==> src/rtl/uncached_axi_bridge.sv <==
// SRAM-like uncached request port to single-beat AXI3 read/write master.
// One transaction in flight; request fields are latched on accept and drive the bus.
module uncached_axi_bridge (
   input  logic        clk,
   input  logic        rst,
   input  logic        mem_req,
   input  logic        mem_wr,
   input  logic [1:0]  mem_size,
   input  logic [31:0] mem_addr,
   input  logic [31:0] mem_wdata,
   output logic [31:0] mem_rdata,
   output logic        mem_addr_ok,
   output logic        mem_data_ok,
   output logic [31:0] araddr,
   output logic [2:0]  arsize,
   output logic        arvalid,
   input  logic        arready,
   input  logic [31:0] rdata,
   input  logic        rlast,
   input  logic        rvalid,
   output logic        rready,
   output logic [31:0] awaddr,
   output logic [2:0]  awsize,
   output logic        awvalid,
   input  logic        awready,
   output logic [31:0] wdata,
   output logic [3:0]  wstrb,
   output logic        wlast,
   output logic        wvalid,
   input  logic        wready,
   input  logic        bvalid,
   output logic        bready
);

   typedef enum logic [2:0] {
      IDLE = 3'd0,
      AR   = 3'd1,
      R    = 3'd2,
      AWW  = 3'd3,
      B    = 3'd4
   } state_t;

   state_t      r_state;
   logic [28:0] r_addr;
   logic [1:0]  r_size;
   logic [31:0] r_wdata;
   logic [31:0] r_rdata;
   logic        r_arvalid;
   logic        r_rready;
   logic        r_awvalid;
   logic        r_wvalid;
   logic        r_bready;
   logic        r_data_ok;

   logic        w_accept;
   logic        w_aw_done;
   logic        w_w_done;
   logic [3:0]  w_strb;

   // The completion cycle blocks a new accept so data_ok and addr_ok never coincide.
   assign w_accept  = mem_req && (r_state == IDLE) && !r_data_ok;
   assign w_aw_done = !r_awvalid || awready;
   assign w_w_done  = !r_wvalid  || wready;

   always_comb begin
      w_strb = 4'b1111;
      case (r_size)
         2'd0:    w_strb = 4'b0001 << r_addr[1:0];
         2'd1:    w_strb = 4'b0011 << {r_addr[1], 1'b0};
         default: w_strb = 4'b1111;
      endcase
   end

   always_ff @(posedge clk or posedge rst) begin
      if (rst) begin
         r_state   <= IDLE;
         r_addr    <= '0;
         r_size    <= '0;
         r_wdata   <= '0;
         r_rdata   <= '0;
         r_arvalid <= 1'b0;
         r_rready  <= 1'b0;
         r_awvalid <= 1'b0;
         r_wvalid  <= 1'b0;
         r_bready  <= 1'b0;
         r_data_ok <= 1'b0;
      end else begin
         r_data_ok <= 1'b0;
         case (r_state)
            IDLE: begin
               if (w_accept) begin
                  r_addr  <= mem_addr[28:0];
                  r_size  <= (mem_size == 2'd3) ? 2'd2 : mem_size;
                  r_wdata <= mem_wdata;
                  if (mem_wr) begin
                     r_awvalid <= 1'b1;
                     r_wvalid  <= 1'b1;
                     r_state   <= AWW;
                  end else begin
                     r_arvalid <= 1'b1;
                     r_state   <= AR;
                  end
               end
            end
            AR: begin
               if (arready) begin
                  r_arvalid <= 1'b0;
                  r_rready  <= 1'b1;
                  r_state   <= R;
               end
            end
            R: begin
               if (rvalid) begin
                  r_rdata <= rdata;
                  if (rlast) begin
                     r_rready  <= 1'b0;
                     r_data_ok <= 1'b1;
                     r_state   <= IDLE;
                  end
               end
            end
            AWW: begin
               // AW and W complete independently, in either order or together.
               if (awready) r_awvalid <= 1'b0;
               if (wready)  r_wvalid  <= 1'b0;
               if (w_aw_done && w_w_done) begin
                  r_bready <= 1'b1;
                  r_state  <= B;
               end
            end
            B: begin
               if (bvalid) begin
                  r_bready  <= 1'b0;
                  r_data_ok <= 1'b1;
                  r_state   <= IDLE;
               end
            end
            default: r_state <= IDLE;
         endcase
      end
   end

   assign mem_addr_ok = w_accept;
   assign mem_data_ok = r_data_ok;
   assign mem_rdata   = r_rdata;

   assign araddr  = {3'b000, r_addr};
   assign arsize  = {1'b0, r_size};
   assign arvalid = r_arvalid;
   assign rready  = r_rready;

   assign awaddr  = {3'b000, r_addr};
   assign awsize  = {1'b0, r_size};
   assign awvalid = r_awvalid;
   assign wdata   = r_wdata;
   assign wstrb   = w_strb;
   assign wlast   = 1'b1;
   assign wvalid  = r_wvalid;
   assign bready  = r_bready;

endmodule

==> config.mk <==
export PLATFORM = sky130hd
export DESIGN_NAME = uncached_axi_bridge
export DESIGN_NICKNAME = d
export VERILOG_FILES = /design/src/rtl/uncached_axi_bridge.sv
export SDC_FILE = /design/constraint.sdc
export NUM_CORES = 1
export LEC_CHECK = 0
export BUFFER_PORTS_ARGS = -buffer_cell sky130_fd_sc_hd__buf_2
export CAP_MARGIN = 10
export CELL_PAD_IN_SITES_DETAIL_PLACEMENT = 1
export CELL_PAD_IN_SITES_GLOBAL_PLACEMENT = 1
export CORE_UTILIZATION = 37
export CTS_CLUSTER_DIAMETER = 50
export DETAILED_ROUTE_END_ITERATION = 6
export PLACE_DENSITY_LB_ADDON = 0.1
export SKIP_LAST_GASP = 1
export SLEW_MARGIN = 20
export SYNTH_ARGS = -nofsm -noshare
export SYNTH_HDL_FRONTEND = slang
export SYNTH_SLANG_ARGS = --single-unit
export TNS_END_PERCENT = 5
==> constraint.sdc <==
create_clock -name clk -period 8.9 [get_ports clk]
set_clock_uncertainty 0.15 [all_clocks]
set_input_delay 1.335 -clock clk [delete_from_list [all_inputs] [get_ports clk]]
set_output_delay 1.335 -clock clk [all_outputs]
set_load 0.03 [all_outputs]
==> results_dict.tcl <==
set metrics [dict create \
    status "finished clean" \
    ys_warn_count 0 \
    num-nets-final 619 \
    place_congestion 0.7559 \
    floorplan.die.width_um 112.8 \
    netlist_area_mm2 0.004546 \
    initial_antenna_violation_count 0 \
    netlist.area_leader.share_pct 57.25 \
    area_of_the_placeable_core_mm2 0.01201 \
    synthDistinctLibCells 32 \
    fin_setup_tns_ps 0 \
    reg2reg_setup_slack_ps 6510 \
    power_mw 2.767 \
    synthCells 302 \
    cts_repair_resize_count 0 \
    drt_pre_antenna_iters 4 \
    fmaxAchievable_ghz 0.2341 \
    detailroute.via_count 3092 \
    post_drt_wl_per_cell_um 16.07 \
    post_route_drc 0 \
    detailed_place_hpwl_um 7911 \
    clock_input_transition_at_the_sequential_cells_of_the_worst_setup_and_hold_paths_ps 60 \
    tightestPinTransition_ps 814.2 \
    initial_utilization_pct 37.84 \
    setup.worst_path.end_class "primary output" \
    synth_top_family_by_area "multiplexers" \
    final_core_util_pct 48.70 \
    fp-row-count 40 \
    antennaDiodeCount 0 \
    worstSetupPathType "in -> out" \
    final-max-slew-violation-count 0 \
    worstSkewPairLatency_ps 340 \
    cts.root.buffer_cell "sky130_fd_sc_hd__clkbuf_16" \
    die_h_um 112.8 \
    post_route_cells_drive_above_1_share_pct 57.28 \
    final-hold-violation-count 0 \
    final_min_period_over_clock_period_pct 47.99 \
    setup-violations-final 0 \
    fp.dieArea_mm2 0.01273 \
    rsz0062_at_grt "false" \
    number_of_global_route_vias_before_repair 3142 \
    relSlewSlack_pct 45.72 \
    tritoncts_num_sinks 104 \
    portBuffers 241 \
    yosys.area_share.xor_xnor_pct 0 \
    ys_ff_latch 104 \
    fin_crit_ps 4272 \
    timing.critical_path.fanout_max 63 \
    antenna_violating_nets_post_route 0 \
    worst_ep_required_time_ps 7410 \
    count_of_max_cap_constraint_violations 0 \
    tritoncts "done" \
    crit_arrival_ps 2790 \
    grt_start_max_net_pins 64 \
    routed_wl_um 10640 \
    ir_worst_vdd_v 0.0001968 \
    leakage_nw 2.989 \
    complex_gate_fraction_of_the_synthesized_area_pct 3.441 \
    tritoncts.num_buffers 9 \
    cts.path.max_buffers 2 \
    worst_setup_path_start_kind "primary input" \
    power_per_cell_area_mw_per_mm2 473.0 \
    gr-usage-all-layers_pct 17.38 \
    hold_slack_ps 332.2 \
    synthTopCellsByArea "sky130_fd_sc_hd__dfrtp_1 (57%), sky130_fd_sc_hd__mux2_1 (16%), sky130_fd_sc_hd__mux2_4 (9.9%)" \
    ctsHtreeMaxLevel 3 \
    grt_ovf 0 \
    cts.repair_timing.setup_buffer_count 0 \
    cts_hold_buffers 0 \
    num_io_pins 254 \
    vias_per_cell 4.671 \
    first_pass_grt_wire_length_um 16980 \
    layout_commonest_cell "sky130_fd_sc_hd__buf_2" \
    synth_mux_area_share_pct 25.76 \
    synth.largest_area_cell "sky130_fd_sc_hd__dfrtp_1" \
    yosys.area_share.simple_pct 2.725 \
    areaGrowthSynthToFinish_pct 28.68 \
    adder_cell_fraction_of_synth_area_pct 0 \
    seq_area_frac_synth_pct 57.25 \
    layout.cells.most_common_list "sky130_fd_sc_hd__buf_2 (241), sky130_fd_sc_hd__dfrtp_1 (104), sky130_fd_sc_hd__mux2_1 (63)" \
    place.detailed.instances 647 \
    final_cell_count_no_fill 662 \
    synth_area_per_cell_um2 15.05 \
    drt_iter0_markers 127 \
    min_path_type "reg -> reg" \
]
## per-layer routing
| metal | GRT usage [%] | routed length [µm] | up-vias |
|---|---|---|---|
| li1 | - | - | 1409 |
| met4 | 6.044 | 152 | 0 |
| met3 | 4.767 | 733 | 13 |
| met2 | 31.03 | 5506 | 139 |
| met5 | 0 | 0 | - |
| met1 | 20.03 | 4248 | 1531 |
## cell families after synthesis
| logic type | after synthesis |
|---|---|
| buf+inv | 59 |
| flops | 104 |
| mux | 94 |
| other cells | 2 |
| simple gates | 19 |
| compound gates | 24 |
## cell type report
type	count	area, µm²
fillers	1329	6162
flip-flops and latches	104	2603
multi-input cells	146	1485
repair buffers	242	1214
clock buffers	11	252.7
well taps	147	183.9
clock inverters	4	76.32
inverters	8	35.03
## Yosys cell counts (all sizes together)
master  number
dfrtp      104
a31oi        6
o21bai       4
o41ai        1
nand2        5
nand3        2
clkbuf       1
mux2        94
a221oi       2
nor2b        3
o22ai        1
nand3b       1
nor2         4
inv          8
buf         50
a22o         1
nand4b       1
and2b        1
conb         2
o21ai        4
a21oi        4
nor3b        1
o211ai       1
and3         1
## critical path, stage by stage
cell	delay [ps]
sky130_fd_sc_hd__buf_2	80
sky130_fd_sc_hd__nor3b_4	290
sky130_fd_sc_hd__nand2_2	140
sky130_fd_sc_hd__inv_4	590
sky130_fd_sc_hd__buf_2	330
## worst paths after layout
path | cells after the start | startpoint | end
max | 5 | mem_req | mem_addr_ok
min | 1 | mem_rdata[30] | mem_rdata[30]
max reg2reg | 4 | r_state[0] | r_addr[15]
min reg2reg | 1 | mem_rdata[30] | mem_rdata[30]
max in group asynchronous | 3 | rst | wdata[9]
min in group asynchronous | 2 | rst | wdata[7]
## registers in the layout, indices dropped and copies added (netlist names), 2 cells and up
register   count
mem_rdata     32
wdata         32
r_addr        29
r_state        3
r_size         2
## power by group
group | internal (mW) | total, mW | leakage, nW | switching, mW
Clock | 0.261 | 0.432 | 0.158 | 0.170
Combinational | 0.494 | 1.47 | 1.60 | 0.977
Sequential | 0.713 | 0.864 | 1.23 | 0.151
## stage by stage
stage | setup slack, ps | instance area, µm²
floorplan | 4683 | 4572
global placement | 4603 | 5520
detailed placement | 4590 | 5520
CTS | 4586 | 5849
global route | 4468 | 5849
finish | 4628 | 5849
Note: power is estimated with default switching activity, not from simulation.
